==> config.mk <==
export PLATFORM = sky130hd
export DESIGN_NAME = fu_jump_pipe_flat
export DESIGN_NICKNAME = d
export VERILOG_FILES = /design/src/rtl/fu_jump_pipe_if.sv /design/src/rtl/fu_jump_pipe.sv /design/src/flat_wrapper.sv
export SDC_FILE = /design/constraint.sdc
export NUM_CORES = 1
export LEC_CHECK = 0
export BUFFER_PORTS_ARGS = -buffer_cell sky130_fd_sc_hd__buf_2
export CORE_AREA = 2 2 143 145
export DETAILED_ROUTE_END_ITERATION = 6
export DIE_AREA = 0 0 145 147
export PLACE_DENSITY = 0.75
export SLEW_MARGIN = 30
export SYNTH_ARGS = -nofsm -noshare
export SYNTH_HDL_FRONTEND = slang
export SYNTH_SLANG_ARGS = --single-unit
==> constraint.sdc <==
create_clock -name clk -period 2.8 [get_ports clk]
set_input_delay 0 -clock clk [delete_from_list [all_inputs] [get_ports clk]]
set_output_delay 0 -clock clk [all_outputs]
set_load 0.005 [all_outputs]
==> src/rtl/fu_jump_pipe_if.sv <==
// Issue/result bundle for the jump/branch functional unit.
// Prediction signals exist only when JUMP_PREDICT_EN is defined.
interface fu_jump_pipe_if #(
  parameter int XLEN = 32
);
  logic            EN;
  logic            flush;
  logic            JAL;
  logic            JALR;
  logic [2:0]      cmp_ctrl;
  logic [XLEN-1:0] rs1_data;
  logic [XLEN-1:0] rs2_data;
  logic [XLEN-1:0] imm;
  logic [XLEN-1:0] PC;
  logic [XLEN-1:0] PC_jump;
  logic [XLEN-1:0] PC_wb;
  logic            cmp_res;
  logic            finish;
  logic            busy;
`ifdef JUMP_PREDICT_EN
  logic            pred_taken;
  logic [XLEN-1:0] pred_target;
  logic            mispredict;

  modport master (
    output EN, flush, JAL, JALR, cmp_ctrl, rs1_data, rs2_data, imm, PC,
           pred_taken, pred_target,
    input  PC_jump, PC_wb, cmp_res, finish, busy, mispredict
  );
  modport slave (
    input  EN, flush, JAL, JALR, cmp_ctrl, rs1_data, rs2_data, imm, PC,
           pred_taken, pred_target,
    output PC_jump, PC_wb, cmp_res, finish, busy, mispredict
  );
`else
  modport master (
    output EN, flush, JAL, JALR, cmp_ctrl, rs1_data, rs2_data, imm, PC,
    input  PC_jump, PC_wb, cmp_res, finish, busy
  );
  modport slave (
    input  EN, flush, JAL, JALR, cmp_ctrl, rs1_data, rs2_data, imm, PC,
    output PC_jump, PC_wb, cmp_res, finish, busy
  );
`endif
endinterface

==> src/rtl/fu_jump_pipe.sv <==
// Jump/branch functional unit with LAT-cycle issue-to-finish latency.
// Optional branch-prediction check enabled by macro JUMP_PREDICT_EN.
//
// state   | meaning
// IDLE    | no operation in flight
// RUN     | operation in flight, latency timer counting down
// DONE    | results valid, finish pulse, may accept the next issue
module fu_jump_pipe #(
  parameter int XLEN = 32,
  parameter int LAT  = 1
) (
  input logic          clk,
  input logic          rst_n,
  fu_jump_pipe_if.slave bus
);

  typedef enum logic [1:0] {ST_IDLE, ST_RUN, ST_DONE} state_t;

  localparam logic [2:0] CNT_LOAD = 3'(LAT - 1);

  state_t          state_q, state_d;
  logic [2:0]      cnt_q, cnt_d;
  logic            valid_q, valid_d;
  logic            jal_q, jal_d, jalr_q, jalr_d;
  logic [2:0]      ctrl_q, ctrl_d;
  logic [XLEN-1:0] rs1_q, rs1_d, rs2_q, rs2_d, imm_q, imm_d, pc_q, pc_d;
  logic            accept;
  logic            cond;
  logic            taken;
  logic [XLEN-1:0] target;
`ifdef JUMP_PREDICT_EN
  logic            pt_q, pt_d;
  logic [XLEN-1:0] ptgt_q, ptgt_d;
`endif

  assign accept = bus.EN && !bus.flush && (state_q == ST_IDLE || state_q == ST_DONE);

  always_ff @(posedge clk or negedge rst_n) begin
    if (!rst_n) begin
      state_q <= ST_IDLE;
      cnt_q   <= '0;
      valid_q <= 1'b0;
      jal_q   <= 1'b0;
      jalr_q  <= 1'b0;
      ctrl_q  <= '0;
      rs1_q   <= '0;
      rs2_q   <= '0;
      imm_q   <= '0;
      pc_q    <= '0;
`ifdef JUMP_PREDICT_EN
      pt_q    <= 1'b0;
      ptgt_q  <= '0;
`endif
    end else begin
      state_q <= state_d;
      cnt_q   <= cnt_d;
      valid_q <= valid_d;
      jal_q   <= jal_d;
      jalr_q  <= jalr_d;
      ctrl_q  <= ctrl_d;
      rs1_q   <= rs1_d;
      rs2_q   <= rs2_d;
      imm_q   <= imm_d;
      pc_q    <= pc_d;
`ifdef JUMP_PREDICT_EN
      pt_q    <= pt_d;
      ptgt_q  <= ptgt_d;
`endif
    end
  end

  // Flush wins over a same-edge issue; the timer hits DONE on terminal count 1.
  always_comb begin
    state_d = state_q;
    cnt_d   = cnt_q;
    if (bus.flush) begin
      state_d = ST_IDLE;
      cnt_d   = '0;
    end else if (accept) begin
      if (LAT == 1) begin
        state_d = ST_DONE;
        cnt_d   = '0;
      end else begin
        state_d = ST_RUN;
        cnt_d   = CNT_LOAD;
      end
    end else begin
      case (state_q)
        ST_RUN: begin
          cnt_d = 3'(cnt_q - 3'd1);
          if (cnt_q <= 3'd1) state_d = ST_DONE;
        end
        ST_DONE: state_d = ST_IDLE;
        default: ;
      endcase
    end
  end

  always_comb begin
    valid_d = valid_q | accept;
    jal_d   = accept ? bus.JAL      : jal_q;
    jalr_d  = accept ? bus.JALR     : jalr_q;
    ctrl_d  = accept ? bus.cmp_ctrl : ctrl_q;
    rs1_d   = accept ? bus.rs1_data : rs1_q;
    rs2_d   = accept ? bus.rs2_data : rs2_q;
    imm_d   = accept ? bus.imm      : imm_q;
    pc_d    = accept ? bus.PC       : pc_q;
`ifdef JUMP_PREDICT_EN
    pt_d    = accept ? bus.pred_taken  : pt_q;
    ptgt_d  = accept ? bus.pred_target : ptgt_q;
`endif
  end

  // Results derive from captured operands; valid_q keeps them at zero until the first issue.
  always_comb begin
    cond = 1'b0;
    case (ctrl_q)
      3'b001: cond = (rs1_q == rs2_q);
      3'b010: cond = (rs1_q != rs2_q);
      3'b011: cond = ($signed(rs1_q) <  $signed(rs2_q));
      3'b100: cond = ($signed(rs1_q) >= $signed(rs2_q));
      3'b101: cond = (rs1_q <  rs2_q);
      3'b110: cond = (rs1_q >= rs2_q);
      default: cond = 1'b0;
    endcase
    taken  = valid_q & (jal_q | jalr_q | cond);
    target = jalr_q ? ((rs1_q + imm_q) & ~XLEN'(1)) : (pc_q + imm_q);
    if (!valid_q) target = '0;

    bus.finish  = (state_q == ST_DONE);
    bus.busy    = (state_q != ST_IDLE);
    bus.cmp_res = taken;
    bus.PC_jump = target;
    bus.PC_wb   = valid_q ? (pc_q + XLEN'(4)) : '0;
`ifdef JUMP_PREDICT_EN
    bus.mispredict = (state_q == ST_DONE) &&
                     ((taken != pt_q) || (taken && (target != ptgt_q)));
`endif
  end

endmodule

==> src/flat_wrapper.sv <==
// flat-port wrapper written by rule: the top's interface ports become plain ports
module fu_jump_pipe_flat 
#(
  parameter int XLEN = 32,
  parameter int LAT  = 1
)
  (clk, rst_n, bus_EN, bus_flush, bus_JAL, bus_JALR, bus_cmp_ctrl, bus_rs1_data, bus_rs2_data, bus_imm, bus_PC, bus_PC_jump, bus_PC_wb, bus_cmp_res, bus_finish, bus_busy);
  fu_jump_pipe_if #(.XLEN(XLEN)) bus_i ();
  input logic clk;
  input logic rst_n;
  input wire logic [$bits(bus_i.EN)-1:0] bus_EN;
  input wire logic [$bits(bus_i.flush)-1:0] bus_flush;
  input wire logic [$bits(bus_i.JAL)-1:0] bus_JAL;
  input wire logic [$bits(bus_i.JALR)-1:0] bus_JALR;
  input wire logic [$bits(bus_i.cmp_ctrl)-1:0] bus_cmp_ctrl;
  input wire logic [$bits(bus_i.rs1_data)-1:0] bus_rs1_data;
  input wire logic [$bits(bus_i.rs2_data)-1:0] bus_rs2_data;
  input wire logic [$bits(bus_i.imm)-1:0] bus_imm;
  input wire logic [$bits(bus_i.PC)-1:0] bus_PC;
  output wire logic [$bits(bus_i.PC_jump)-1:0] bus_PC_jump;
  output wire logic [$bits(bus_i.PC_wb)-1:0] bus_PC_wb;
  output wire logic [$bits(bus_i.cmp_res)-1:0] bus_cmp_res;
  output wire logic [$bits(bus_i.finish)-1:0] bus_finish;
  output wire logic [$bits(bus_i.busy)-1:0] bus_busy;
  assign bus_i.EN = bus_EN;
  assign bus_i.flush = bus_flush;
  assign bus_i.JAL = bus_JAL;
  assign bus_i.JALR = bus_JALR;
  assign bus_i.cmp_ctrl = bus_cmp_ctrl;
  assign bus_i.rs1_data = bus_rs1_data;
  assign bus_i.rs2_data = bus_rs2_data;
  assign bus_i.imm = bus_imm;
  assign bus_i.PC = bus_PC;
  assign bus_PC_jump = bus_i.PC_jump;
  assign bus_PC_wb = bus_i.PC_wb;
  assign bus_cmp_res = bus_i.cmp_res;
  assign bus_finish = bus_i.finish;
  assign bus_busy = bus_i.busy;
  fu_jump_pipe #(.XLEN(XLEN), .LAT(LAT)) u_core (.clk(clk), .rst_n(rst_n), .bus(bus_i));
endmodule
==> summary.log <==
qor: pwr.power_frac_comb 0.489
qor: grt.pin_count_of_the_biggest_net_entering_global_routing 76
qor: floorplan.floorplan.rows 52
qor: synthesis.net_count_after_synthesis 1260
qor: floorplan.starting_density_of_the_core 0.492
qor: route.dr_wl_met2 14400 microns
qor: clocking.clock_path_buffers 2
qor: synthesis.synth_edf_count 0
qor: synthesis.post_synth_instance_area 9770 sq um
qor: finish.final_core_utilization 0.704
qor: finish.post_layout_nonfiller_instances 1689
qor: setup_path.critical_path_class flip-flop to output port
qor: grt.antenna_violations_before_repair 1
qor: synthesis.syn-instance-count 1027
qor: timing.layout_min_cycle_time 3.27 ns
qor: timing.setup_total_negative_slack -6.66 ns
qor: route.dr.first_iter.drc_count 547
qor: floorplan.die_x 145 microns
qor: synthesis.synth_area_leader_cell dfrtp_1
qor: floorplan.die-area 21300 sq um
qor: setup_path.timing.critical_path.required 2.80 ns
qor: synthesis.synth_async_sr_flop_share 1.00
qor: setup_path.timing.reg2reg.setup_slack 1.67 ns
qor: setup_path.worst_ep_arrival_time 3.27 ns
qor: route.ant_nets 0
qor: timing.hold_viol 0
qor: synthesis.synth_top_family_by_area compound AO/OA/AOI/OAI gates
qor: route.dr_wl_met3 1490 microns
qor: pwr.peakVddDrop 0.484 mV
qor: timing.min_period_over_period 1.17
qor: synthesis.syn-mean-instance-area 9.51 sq um
qor: clocking.root_buffer_selected_by_cts clkbuf_16
qor: timing.setup-violations-final 22
qor: synthesis.yosys_warnings 0
qor: clocking.clkSinkCount 135
qor: synthesis.synth_seq_cells 135
qor: setup_path.endpoint_kind output port
qor: pwr.switching_power_total 3630 uW
qor: synthesis.yosys.cell_count.top_type dfrtp_1
qor: status.run_status finished with violations
qor: synthesis.ys_types 73
qor: pwr.p_clk_frac 0.240
qor: grt.grtUsageTotal 0.279
qor: route.drtPass1Iterations 7
qor: grt.wire_length_of_the_first_global_routing_pass 47400 microns
qor: pwr.sequentialPowerShare 0.271
qor: timing.worst_slew_margin_rel 0.419
qor: route.vias 9371
qor: synthesis.netlist.area_leader.share 0.346
qor: synthesis.synth_compound_area_frac 0.166
qor: finish.stdcell_area 14000 sq um
qor: synthesis.synth.top_cells.by_area dfrtp_1 35%, ha_1 12%, mux2_2 12%
qor: route.wl_per_cell 18.0 microns
qor: grt.overflow 0
qor: pwr.power.leakage 0.00645 uW
qor: synthesis.post_synth_and_or_nand_nor_area_fraction 0.133
qor: route.drcViolationCount 0
qor: placement.postPlaceCellArea 11400 sq um
qor: timing.skew 0 ns
qor: setup_path.path_max_fanout 4
qor: clocking.tritoncts_clock_tree built
qor: placement.placed_cells 1503
qor: finish.nets 1638
qor: synthesis.synth_common_cells 135 x dfrtp_1, 101 x mux2_2, 94 x ha_1
qor: worst_hold_path.worst_hold_path_type input port to flip-flop
qor: clocking.cts-buffers-inserted 17
qor: placement.dp_hpwl 20600 microns
qor: placement.globalplace.congestion 0.926
qor: status.violations negative setup slack
qor: synthesis.ys_seq_area_frac 0.346
qor: placement.numPortBuffers 203
qor: run.max_cap_violations 0
qor: setup_path.worstSetupStartpointType flip-flop
qor: synthesis.synth_adder_area_share 0.124
qor: synthesis.synthFlopType dfrtp_1
qor: floorplan.chipHeight 147 microns
qor: floorplan.io_pins 204
qor: finish.post_route_cells_drive_above_1_share 0.355
qor: route.route.layer.met1.wl 13500 microns
qor: route.routed.top_layer met4
qor: placement.dpl_ws -0.209 ns
qor: timing.worst_slew_pin_slew 0.870 ns
qor: grt.first_global_vias 9219
qor: floorplan.core_region_area 19800 sq um
qor: timing.timing.final.max_slew_violations 0
qor: synthesis.synth-xor-area-share 0.0735
qor: finish.syn2layout_area_growth 42.9%
qor: clocking.clock_insertion_delay_worst_skew 0.44 ns
qor: pwr.power_report.internal_total 5880 uW
qor: timing.worst_slack -0.473 ns
qor: route.post_drt_via_cell_ratio 5.55
qor: route.drt-total-wl 30400 microns
qor: pwr.power-per-cell-area 682 nW/um^2
qor: clocking.cts.reportedPaths.clkPinSlew 0.06 ns
qor: synthesis.mux_cell_area_share_after_synthesis 0.123
qor: pwr.power_switching_share 0.382
qor: clocking.cts.htree.levels 4
qor: timing.grt_setup_unrepaired yes
qor: timing.maxClockFrequency 0.306 GHz
[cells in the final DEF (no fill, tap or decap), types with 5 or more instances in the layout]
master and instances:
xnor2_1 32, mux2_2 100, a21oi_1 65, buf_12 5, dfrtp_2 8, a211oi_2 5, nor2_1 74, a21oi_2 13
nand2_1 78, or3_1 7, buf_4 53, and2_1 7, o22ai_1 9, mux2i_1 6, dfrtp_1 127, and3_1 9
clkbuf_16 17, a21o_1 43, o21a_1 7, nand2b_1 7, xnor2_2 7, buf_2 202, nand3_1 17, ha_4 14
ha_2 7, inv_6 5, xor2_1 42, o21ai_1 8, dlygate4sd3_1 134, o21bai_1 7, inv_1 47, nand4_1 21
ha_1 73, o21ai_0 55
[power groups by stage]
| stage | logic [uW] | clock network [uW] | registers (uW) |
|---|---|---|---|
| 3_5_place_dp | 3890 | 0 | 2570 |
| 4_1_cts | 4350 | 2310 | 2550 |
| 6_report | 4650 | 2280 | 2580 |
| 2_1_floorplan | 2670 | 0 | 2450 |
| 5_1_grt | 5060 | 2400 | 2610 |
| 3_3_place_gp | 3830 | 0 | 2560 |
[logic make-up after synthesis]
group	Yosys count
and+or+nand+nor	265
buffers and inverters	87
muxes	107
xor gates and xnor gates	82
adders and majority gates	96
DFF	135
AOI/OAI and AO/OA	255
[state kept, by name (all words and copies together) (netlist names)]
| register | cells |
|---|---|
| u_core.ctrl_q | 3 |
| u_core.imm_q | 32 |
| u_core.jal_q | 1 |
| u_core.jalr_q | 1 |
| u_core.pc_q | 32 |
| u_core.rs1_q | 32 |
| u_core.rs2_q | 32 |
| u_core.state_q | 1 |
| u_core.valid_q | 1 |
[timing repair]
| item | CTS | global route |
|---|---|---|
| resized for setup | 47 | 50 |
| gates cloned | 0 | 0 |
| setup endpoints to repair | 23 | 30 |
| setup buffers | 11 | 9 |
| endpoints found under the hold margin | 205 | 0 |
| pin swaps | 30 | 15 |
| hold buffers | 134 | 0 |
[area by class of cell]
class | count | area (sq um)
Antenna cell | 1 | 2.50
Clock buffer | 20 | 447
Clock inverter | 12 | 143
Fill cell | 1425 | 5880
Inverter | 48 | 180
Multi-Input combinational cell | 805 | 6570
Sequential cell | 135 | 3390
Tap cell | 270 | 338
Timing Repair Buffer | 398 | 2900
[path summary, 6_finish.rpt]
kind	cells after the start	start	to
max	11	u_core.pc_q[1]	bus_PC_jump[19]
min	3	bus_flush	u_core.rs2_q[13]
max reg2reg	2	u_core.valid_q	u_core.valid_q
min reg2reg	1	u_core.jal_q	u_core.jal_q
max in group asynchronous	3	rst_n	u_core.pc_q[30]
min in group asynchronous	2	rst_n	u_core.rs2_q[10]
[per-stage QoR]
| stage | hold WS, ns | total power [uW] |
|---|---|---|
| after floorplan | -0.296 | 5120 |
| after global placement | 0.0663 | 6390 |
| after CTS | 0.0305 | 9200 |
| after detailed placement | 0.0749 | 6470 |
| final | 0.0644 | 9510 |
| after global routing | 0.0865 | 10100 |
[critical path, cell delays in order, from the launching register on]
cell      delay, ns
dfrtp_1        0.42
ha_1           0.32
a21o_1         0.19
a21oi_2        0.23
o211ai_2       0.14
a221o_1        0.38
a21oi_2        0.19
o31ai_1        0.11
a211oi_1       0.29
xor2_1         0.11
o22ai_1        0.28
buf_2          0.18
[per-layer routing]
metal	vias to the layer above	global-route usage
met1	4479	0.374
met2	344	0.459
li1	4478	-
met5	-	0
met4	0	0.111
met3	70	0.0398
No activity file was read; power rests on OpenSTA's default activity.
